`src/rtl/pid_pkg.sv`:
```
// Shared types, output range helpers and a symmetric clamp for the PID controller family.
package pid_pkg;
  localparam int PID_WIDTH = 16;

  typedef logic signed [63:0] wide_t;

  function automatic int ch_width(input int ch);
    return (ch > 1) ? $clog2(ch) : 1;
  endfunction

  function automatic wide_t out_max(input int w);
    return (wide_t'(1) <<< (w - 1)) - wide_t'(1);
  endfunction

  function automatic wide_t out_min(input int w);
    return -(wide_t'(1) <<< (w - 1));
  endfunction

  localparam wide_t OUT_MAX = out_max(PID_WIDTH);
  localparam wide_t OUT_MIN = out_min(PID_WIDTH);

  function automatic wide_t sat_clamp(input wide_t value, input wide_t limit);
    wide_t r;
    r = value;
    if (value > limit) r = limit;
    else if (value < -limit) r = -limit;
    return r;
  endfunction
endpackage

```
`src/rtl/pid_controller_mc_sat.sv`:
```
// Combinational floor shift by FRAC then saturation of a wide signed sum to WIDTH bits.
// Zero latency; no handshake, hi/lo flags report which rail was hit.
module pid_sat
  import pid_pkg::*;
#(
  parameter int    IN_W  = 50,
  parameter int    WIDTH = PID_WIDTH,
  parameter int    FRAC  = 8,
  parameter wide_t MAX_V = OUT_MAX,
  parameter wide_t MIN_V = OUT_MIN
) (
  input  logic signed [IN_W-1:0]  sum,
  output logic signed [WIDTH-1:0] result,
  output logic                    sat_hi,
  output logic                    sat_lo
);
  logic signed [IN_W-1:0] shifted;
  wide_t                  shifted_w;

  always_comb begin
    shifted   = sum >>> FRAC;
    shifted_w = wide_t'(shifted);
    sat_hi    = shifted_w > MAX_V;
    sat_lo    = shifted_w < MIN_V;
    if (sat_hi)      result = WIDTH'(MAX_V);
    else if (sat_lo) result = WIDTH'(MIN_V);
    else             result = shifted[WIDTH-1:0];
  end
endmodule

```
`src/rtl/pid_controller_mc.sv`:
```
// Time-multiplexed PID for CH channels: 3-cycle latency, one sample per cycle across channels.
// No output backpressure; in_ready drops only while the same channel is still in flight.
module pid_controller_mc
  import pid_pkg::*;
#(
  parameter int     WIDTH   = PID_WIDTH,
  parameter int     CH      = 4,
  parameter int     GAIN_W  = 16,
  parameter int     FRAC    = 8,
  parameter int     ACC_W   = 32,
  parameter longint INT_LIM = 64'sd1 << 20,
  localparam int    CH_W    = ch_width(CH)
) (
  input  logic                     clk,
  input  logic                     reset,
  input  logic                     in_valid,
  output logic                     in_ready,
  input  logic [CH_W-1:0]          in_ch,
  input  logic signed [WIDTH-1:0]  setpoint,
  input  logic signed [WIDTH-1:0]  feedback,
  input  logic signed [GAIN_W-1:0] kp,
  input  logic signed [GAIN_W-1:0] ki,
  input  logic signed [GAIN_W-1:0] kd,
  input  logic                     clear_en,
  input  logic [CH_W-1:0]          clear_ch,
  output logic                     out_valid,
  output logic [CH_W-1:0]          out_ch,
  output logic signed [WIDTH-1:0]  control_out,
  output logic [1:0]               out_sat
);
  localparam int E_W   = WIDTH + 1;
  localparam int D_W   = WIDTH + 2;
  localparam int PE_W  = GAIN_W + E_W;
  localparam int PI_W  = GAIN_W + ACC_W;
  localparam int PD_W  = GAIN_W + D_W;
  localparam int SUM_W = ACC_W + GAIN_W + 2;
  localparam logic [CH_W:0] CH_LIM = (CH_W + 1)'(CH);

  typedef struct packed {
    logic [CH_W-1:0]   ch;
    logic [E_W-1:0]    e;
    logic [ACC_W-1:0]  i;
    logic [D_W-1:0]    d;
    logic [GAIN_W-1:0] kp;
    logic [GAIN_W-1:0] ki;
    logic [GAIN_W-1:0] kd;
  } s1_t;

  typedef struct packed {
    logic [CH_W-1:0] ch;
    logic [PE_W-1:0] p;
    logic [PI_W-1:0] i;
    logic [PD_W-1:0] d;
  } s2_t;

  logic signed [ACC_W-1:0] integ  [CH];
  logic signed [E_W-1:0]   prev_e [CH];
  logic [CH-1:0]           sat_hi_r;
  logic [CH-1:0]           sat_lo_r;

  logic s1_v;
  logic s2_v;
  s1_t  s1;
  s2_t  s2;
  s2_t  prod;

  logic                    in_range;
  logic                    clr_range;
  logic                    accept;
  logic [CH_W-1:0]         idx;
  logic [CH_W-1:0]         clr_idx;
  logic signed [E_W-1:0]   e;
  logic signed [D_W-1:0]   d;
  logic                    hold;
  wide_t                   i_sum;
  logic signed [ACC_W-1:0] i_new;
  logic signed [SUM_W-1:0] sum;
  logic signed [WIDTH-1:0] sat_val;
  logic                    sat_hi;
  logic                    sat_lo;

  // Out-of-range indices are steered to entry 0 for reads and never written.
  assign in_range  = {1'b0, in_ch} < CH_LIM;
  assign clr_range = {1'b0, clear_ch} < CH_LIM;
  assign idx       = in_range ? in_ch : '0;
  assign clr_idx   = clr_range ? clear_ch : '0;

  assign in_ready = !((s1_v && s1.ch == in_ch) || (s2_v && s2.ch == in_ch));
  assign accept   = in_valid && in_ready;

  always_comb begin
    e     = E_W'(setpoint) - E_W'(feedback);
    d     = D_W'(e) - D_W'(prev_e[idx]);
    // Stop integrating further into a rail the last result already hit.
    hold  = (sat_hi_r[idx] && !e[E_W-1] && (e != '0)) || (sat_lo_r[idx] && e[E_W-1]);
    i_sum = wide_t'(integ[idx]) + wide_t'(e);
    i_new = hold ? integ[idx] : ACC_W'(sat_clamp(i_sum, wide_t'(INT_LIM)));
  end

  always_comb begin
    prod.ch = s1.ch;
    prod.p  = PE_W'($signed(s1.kp)) * PE_W'($signed(s1.e));
    prod.i  = PI_W'($signed(s1.ki)) * PI_W'($signed(s1.i));
    prod.d  = PD_W'($signed(s1.kd)) * PD_W'($signed(s1.d));
    sum     = SUM_W'($signed(s2.p)) + SUM_W'($signed(s2.i)) + SUM_W'($signed(s2.d));
  end

  pid_sat #(
    .IN_W  (SUM_W),
    .WIDTH (WIDTH),
    .FRAC  (FRAC),
    .MAX_V (out_max(WIDTH)),
    .MIN_V (out_min(WIDTH))
  ) u_sat (
    .sum    (sum),
    .result (sat_val),
    .sat_hi (sat_hi),
    .sat_lo (sat_lo)
  );

  // Pipeline payload carries no reset; the valids qualify it.
  always_ff @(posedge clk) begin
    if (accept) begin
      s1 <= '{ch: in_ch, e: e, i: i_new, d: d, kp: kp, ki: ki, kd: kd};
    end
    s2 <= prod;
  end

  always_ff @(posedge clk) begin
    if (reset) begin
      s1_v        <= 1'b0;
      s2_v        <= 1'b0;
      out_valid   <= 1'b0;
      out_ch      <= '0;
      control_out <= '0;
      out_sat     <= '0;
      sat_hi_r    <= '0;
      sat_lo_r    <= '0;
      for (int c = 0; c < CH; c++) begin
        integ[c]  <= '0;
        prev_e[c] <= '0;
      end
    end else begin
      s1_v      <= accept && in_range;
      s2_v      <= s1_v;
      out_valid <= s2_v;
      if (s2_v) begin
        out_ch            <= s2.ch;
        control_out       <= sat_val;
        out_sat           <= {sat_hi, sat_lo};
        sat_hi_r[s2.ch]   <= sat_hi;
        sat_lo_r[s2.ch]   <= sat_lo;
      end
      if (accept && in_range) begin
        integ[idx]  <= i_new;
        prev_e[idx] <= e;
      end
      // Clear is last so it overrides any same-edge write to the channel.
      if (clear_en && clr_range) begin
        integ[clr_idx]    <= '0;
        prev_e[clr_idx]   <= '0;
        sat_hi_r[clr_idx] <= 1'b0;
        sat_lo_r[clr_idx] <= 1'b0;
      end
    end
  end
endmodule

```
`config.mk`:
```
export PLATFORM = sky130hd
export DESIGN_NAME = pid_controller_mc
export DESIGN_NICKNAME = d
export VERILOG_FILES = /design/src/rtl/pid_pkg.sv /design/src/rtl/pid_controller_mc_sat.sv /design/src/rtl/pid_controller_mc.sv
export SDC_FILE = /design/constraint.sdc
export NUM_CORES = 2
export LEC_CHECK = 0
export CORE_ASPECT_RATIO = 1.75
export CORE_MARGIN = 4
export CORE_UTILIZATION = 45
export DETAILED_ROUTE_END_ITERATION = 16
export PLACE_DENSITY_LB_ADDON = 0.15
export SYNTH_ARGS = -nofsm -noshare
export SYNTH_HDL_FRONTEND = slang
export SYNTH_SLANG_ARGS = --single-unit
```
`constraint.sdc`:
```
create_clock -name clk -period 9.9 [get_ports clk]
set_clock_uncertainty 0.05 [all_clocks]
set_input_delay 1.485 -clock clk [delete_from_list [all_inputs] [get_ports clk]]
set_output_delay 1.485 -clock clk [all_outputs]
set_load 0.01 [all_outputs]
```
# Word level (Yosys, flattened, before mapping)

Memories as Yosys holds them, arrays and structs flattened.
Cells that the tools add are included.

Bitwise logic cells: 3
Add/sub/neg operators: 5
Divide/modulo/power cells: 0
Order comparisons: 9
Reduce and logical (&&, ||, !) cells: 17
Shifts and indexed selects: 0
Multiplexer cells: 41
Equality and inequality tests: 2
Multipliers: 3

Operator list:

| operator                                                                           | count |
|---|---|
| 32-bit 2-to-1 mux                                                                  | 5 |
| 32-bit OR reduction                                                                | 2 |
| 49-bit by 34-bit adder with 50-bit output                                          | 1 |
| 33-bit by 48-bit adder with 49-bit output                                          | 1 |
| 16-bit by 32-bit multiplier with 48-bit output                                     | 1 |
| 42-bit by 16-bit greater-than comparator with 1-bit output (second input constant) | 1 |
| 42-bit by 16-bit < comparator with 1-bit output (second input constant)            | 1 |
| 16-bit by 18-bit multiplier with 34-bit output                                     | 1 |
| 17-bit 2-to-1 mux                                                                  | 2 |
| 17-bit OR reduction                                                                | 2 |
| 32-bit by 17-bit adder with 33-bit output                                          | 1 |
| 33-bit by 22-bit greater-than comparator with 1-bit output (second input constant) | 1 |
| 33-bit by 21-bit < comparator with 1-bit output (second input constant)            | 1 |
| 16-bit by 17-bit multiplier with 33-bit output                                     | 1 |
| 16-bit 2-to-1 mux                                                                  | 2 |
| 4-bit 2-to-1 mux                                                                   | 6 |
| 17-bit by 17-bit subtractor with 18-bit output                                     | 1 |
| 17-bit nonzero test                                                                | 1 |
| 16-bit by 16-bit subtractor with 17-bit output                                     | 1 |
| 1-bit 2-to-1 mux                                                                   | 16 |
| 2-bit by 3-bit < comparator with 1-bit output (second input constant)              | 3 |
| 4-bit AND                                                                          | 2 |
| 4-bit bitwise mux                                                                  | 2 |
| 1-bit logical AND                                                                  | 8 |
| other kinds (8)                                                                    | 17 |

Latch bits: 0
Output and inout bits: 22
Bits of input ports: 88
Memory bits (writable): 196
Memories kept: 2
Memory bits (read-only): 0
Word-level logic and storage cells: 101
Register bits after elaboration: 265

Memory list:

| name   | words | bits a word | rd ports | clocked after Yosys merged registers in | wr ports | RTL line                | source |
|---|---|---|---|---|---|---|---|
| integ  | 4     | 32          | 1        | 0                                       | 4        | pid_controller_mc.sv:56 | `logic signed [ACC_W-1:0] integ [CH];` |
| prev_e | 4     | 17          | 1        | 0                                       | 4        | pid_controller_mc.sv:57 | `logic signed [E_W-1:0] prev_e [CH];` |

# Depth between registers and ports, before layout

Depth after elaboration: 10
Depth in mapped cells: 30

# By module

Synthesis repeated with hierarchy kept, for this count alone.

Cell total of the unflattened synthesis: 6,878
Area, all modules: 62,747.7 um^2

Modules (own cells, without submodules):

| module            | area each (um^2) | instances | sequential area each (um^2) | cells an instance |
|---|---|---|---|---|
| pid_controller_mc | 62,240.9         | 1         | 10,400.0                    | 6,788 |
| pid_sat           | 506.7            | 1         | 0.0                         | 90 |

# Least setup slack after synthesis

OpenSTA, ideal clock, no wires.

Path type: input to register
From: input in_ch[0]
To: register s1[64] (netlist bit) (data pin)
Stages: 24
Buffers on the path: 6
Setup slack: 1,871 ps
Arrival: 7,719 ps
Cell sequence: buf_2 buf_2 buf_2 clkbuf_1 buf_1 buf_1 mux4_2 ha_1 fa_1 nor2b_1 o21ai_0 a21boi_0 o21ai_0 a21boi_0 o21ai_0 a31oi_1 o31ai_1 maj3_1 maj3_1 maj3_1 o21ai_0 maj3_1 a21oi_1 xnor2_1

Longest elaborated chain between the ends: 2

RTL lines:

| what                                           | RTL line                 | source |
|---|---|---|
| from (decl)                                    | pid_controller_mc.sv:18  | `input logic [CH_W-1:0] in_ch,` |
| memory 4 x 17 bit                              | n/a                      |  |
| 17-bit by 17-bit subtractor with 18-bit output | pid_controller_mc.sv:93  | `d = D_W'(e) - D_W'(prev_e[idx]);` |
| named net d[16]                                | pid_controller_mc.sv:73  | `logic signed [D_W-1:0] d;` |
| to (signal assigned)                           | pid_controller_mc.sv:124 | `s1 <= '{ch: in_ch, e: e, i: i_new, d: d, kp: kp, ki: ki, kd: kd};` |
| to (decl)                                      | pid_controller_mc.sv:63  | `s1_t s1;` |

The timed path passes the listed nets, and every way through them passes these cells.
A chain may end at the register's enable or synchronous reset.

==> flow_metrics.py <==
metrics = {
    "status": {
        "status": "complete, no violations",
    },
    "clock_tree": {
        "cts-resized-gates": 0,
        "clock-root-buffer": "clkbuf_16",
        "cts_hold_buf": 0,
        "cts_tree": "built",
        "htree_num_levels": 2,
        "numClockSinks": 461,
        "cts_setup_buffers": 0,
        "cts_made_buffers": 52,
        "cts_buffer_depth": 3,
        "clock_latency_ns": 0.64,
        "clk_pin_slew_ns": 0.06,
    },
    "floorplan": {
        "die-height_um": 498,
        "initial_core_util_pct": 45.4,
        "core_um2": 136000,
        "die_w_um": 288,
        "top_level_ports": 110,
        "die-area_um2": 144000,
        "rows": 179,
    },
    "critical_path": {
        "crit_path_start": "s1[74]",
        "slowest_delay_ns": 0.93,
        "cp_top_family": "compound AO/OA/AOI/OAI gates",
        "critPathMaxFanout": 16,
        "endpoint_kind": "flip-flop",
        "r2r-start": "s1[74]",
        "critPathArrivalTime_ns": 8.79,
        "path_buf_inv": 1,
        "cp_cell_sequence": "nand2_1, fa_1, fa_1, fa_1, fa_1, inv_1, fa_1, fa_1, ha_1, a21o_1, a21o_1, a21o_1, a21o_1, o21ai_0, a31oi_1, a221oi_1, a211oi_1, o31a_1, a21o_1, a21o_1, a211oi_1, nor2_1, nor2_1, xnor2_1",
        "critical_path_class": "reg -> reg",
        "crit_required_ns": 10.40,
        "crit_slowest_cell": "edfxtp_1",
        "cp-start-kind": "flip-flop",
    },
    "synth": {
        "syn_avg_cell_area_um2": 9.20,
        "synth-edff-count": 117,
        "ys_types": 85,
        "seq_area_frac_synth_pct": 16.8,
        "ys.warnings.count": 0,
        "synth_area_leader_cell": "fa_1",
        "synth.area.top_cells": "fa_1, dfxtp_1, inv_1",
        "synth_top_area_share_pct": 35.7,
        "synthesis.nets": 8295,
        "synth-main-ff-cell": "dfxtp_1",
        "ys_ff_latch": 461,
        "synth_cells": 6724,
        "synth_area_um2": 61900,
        "synth_async_sr_flop_share_pct": 0,
    },
    "finish": {
        "fillers": 12944,
        "area_growth_pct": 7.62,
        "drive_above_1_share_pct": 3.94,
        "fin_nets": 8232,
    },
    "routing": {
        "wl_per_cell_um": 20.9,
        "num_vias": 46338,
        "viasPerCell": 5.43,
        "ant_nets": 0,
        "drc": 0,
        "drtPass1Iterations": 7,
        "drtIter0Drc": 2647,
        "wl_mm": 178,
    },
    "sta": {
        "maxSlewViolCount": 0,
        "min_period_ns": 8.28,
        "fmax_mhz": 121,
        "slew_headroom_pct": 11.6,
        "finalSetupViolCount": 0,
        "rsz0062_at_grt": "no",
        "finalSetupTns_ns": 0,
        "finalCritPeriodShare_pct": 83.7,
        "worst_slew_pin_slew_ns": 1.32,
        "finalHoldViolCount": 0,
    },
    "min_path": {
        "min_from": "prod[115]",
        "hold_path.class": "reg -> reg",
    },
    "grt": {
        "grt_start_max_net_pins": 72,
        "grt_pass1_wl_mm": 283,
        "overflow": 0,
        "grt_pass1_vias": 50675,
        "antenna_found_initial": 2,
        "grtUsageTotal_pct": 25.4,
    },
    "placed_design": {
        "dpl.hpwl_mm": 142,
        "io_buffers": 109,
        "gp_congestion": 0.869,
    },
    "flow_run": {
        "cap_violations": 0,
    },
}
==> worst paths after layout <==
path                                 to  slack, ns  depth (start not counted)
worst max-delay path             s2[79]       1.62                         24
worst min-delay path            s2[115]       0.35                          0
worst max register to register   s2[79]       1.62                         24
worst min register to register  s2[115]       0.35                          0
==> flip-flops by register name (all words and copies together) (netlist names) <==
| name | count |
|---|---|
| control_out | 16 |
| integ | 128 |
| out_ch | 2 |
| out_sat | 2 |
| out_valid | 1 |
| prev_e | 68 |
| prod | 2 |
| s1 | 115 |
| s1_v | 1 |
| s2 | 117 |
| s2_v | 1 |
| sat_hi_r | 4 |
| sat_lo_r | 4 |
==> cell usage after synthesis, types with 9 or more instances <==
cell	n
buf_1	17
fa_1	1102
a211o_1	10
clkbuf_1	261
o21ai_1	12
nor2_1	247
o211ai_1	20
ha_1	381
o21ai_0	182
inv_1	1326
xnor2_1	171
o21bai_1	22
o21a_1	22
o31ai_1	13
o2111ai_1	9
a21oi_1	240
maj3_1	10
edfxtp_1	117
nand4_1	16
a31oi_1	45
a21boi_0	11
nand2b_1	56
o22ai_1	10
mux2i_1	26
xor2_1	41
and2_1	416
a221o_1	13
and3_1	32
nand2_1	880
or2_2	17
or3_1	24
a21o_1	94
nand3_1	105
a22o_1	33
nor4_1	17
dfxtp_1	344
nor3_1	83
a211oi_1	26
mux4_2	48
a2111oi_0	14
nor2b_1	24
a22oi_1	45
==> cells in the final DEF (no fill, tap or decap), types with 12 or more instances in the layout <==
master,count
o31ai_1,12
nand4_1,16
a31oi_1,44
fa_1,1102
nand2b_1,56
clkbuf_16,53
a22oi_1,45
mux2i_1,26
or3_1,24
mux4_2,48
o211ai_1,20
and3_1,31
xnor2_1,171
buf_4,63
o21ai_1,12
a221o_1,13
diode_2,13
ha_1,381
nand2_1,879
a211oi_1,26
a21o_1,94
and2_1,416
nor2_1,240
inv_1,1325
nor3_1,80
xor2_1,41
nand3_1,104
edfxtp_1,117
nor4_1,16
o21ai_0,181
dfxtp_1,344
nor2b_1,24
a22o_1,33
a2111oi_0,14
o21bai_1,22
clkdlybuf4s50_1,107
a21oi_1,240
o21a_1,22
or2_2,17
==> worst reg2reg max path: stages (launching register included) <==
cell      delay [ns]
edfxtp_1        0.93
nand2_1         0.21
fa_1            0.52
fa_1            0.47
fa_1            0.52
fa_1            0.55
inv_1           0.05
fa_1            0.49
fa_1            0.41
ha_1            0.36
a21o_1          0.20
a21o_1          0.19
a21o_1          0.18
a21o_1          0.18
o21ai_0         0.30
a31oi_1         0.22
a221oi_1        0.75
a211oi_1        0.23
o31a_1          0.40
a21o_1          0.24
a21o_1          0.20
a211oi_1        0.26
nor2_1          0.07
nor2_1          0.13
xnor2_1         0.13
==> layer usage <==
metal	wire, µm	track usage [%]	vias to the layer above
met3	5750	1.95	448
met5	0	0	-
li1	-	-	20991
met2	97700	49.0	1156
met1	63300	27.4	23743
met4	11500	13.0	0
==> cell type report <==
class	instances	area [µm²]	area share, %
Clock inverter	30	409	0.615
Clock buffer	68	1440	2.17
Sequential cell	461	10400	15.6
Timing Repair Buffer	171	1550	2.33
Antenna cell	13	32.5	0.0489
Inverter	1333	5010	7.52
Multi-Input combinational cell	4642	45500	68.3
Tap cell	1810	2260	3.40
==> through the flow <==
stage | instance area (µm²) | worst slack [ns] | instances | utilization, % | hold WS (ns)
6_report | 66600 | 1.62 | 8528 | 48.8 | 0.347
2_1_floorplan | 61900 | 1.87 | 6724 | - | 0.319
3_3_place_gp | 64700 | 1.62 | 8417 | 47.4 | 0.327
5_1_grt | 66600 | 1.21 | 8528 | 48.8 | 0.372
3_5_place_dp | 64700 | 1.42 | 8417 | 47.4 | 0.330
4_1_cts | 66500 | 1.61 | 8515 | 48.8 | 0.350
==> cells by family after synthesis <==
group | Yosys count | synth area share [%]
and+or+nand+nor | 1963 | 15.1
buffers and inverters | 1621 | 9.86
adders and majority gates | 1493 | 43.5
AOI/OAI and AO/OA | 892 | 9.39
DFF | 461 | 16.8
xor gates and xnor gates | 213 | 3.04
muxes | 81 | 2.30
Power is left out: the tool's default activity adds up to more than one toggle a clock period on the data nets, which glitch-free logic cannot reach.
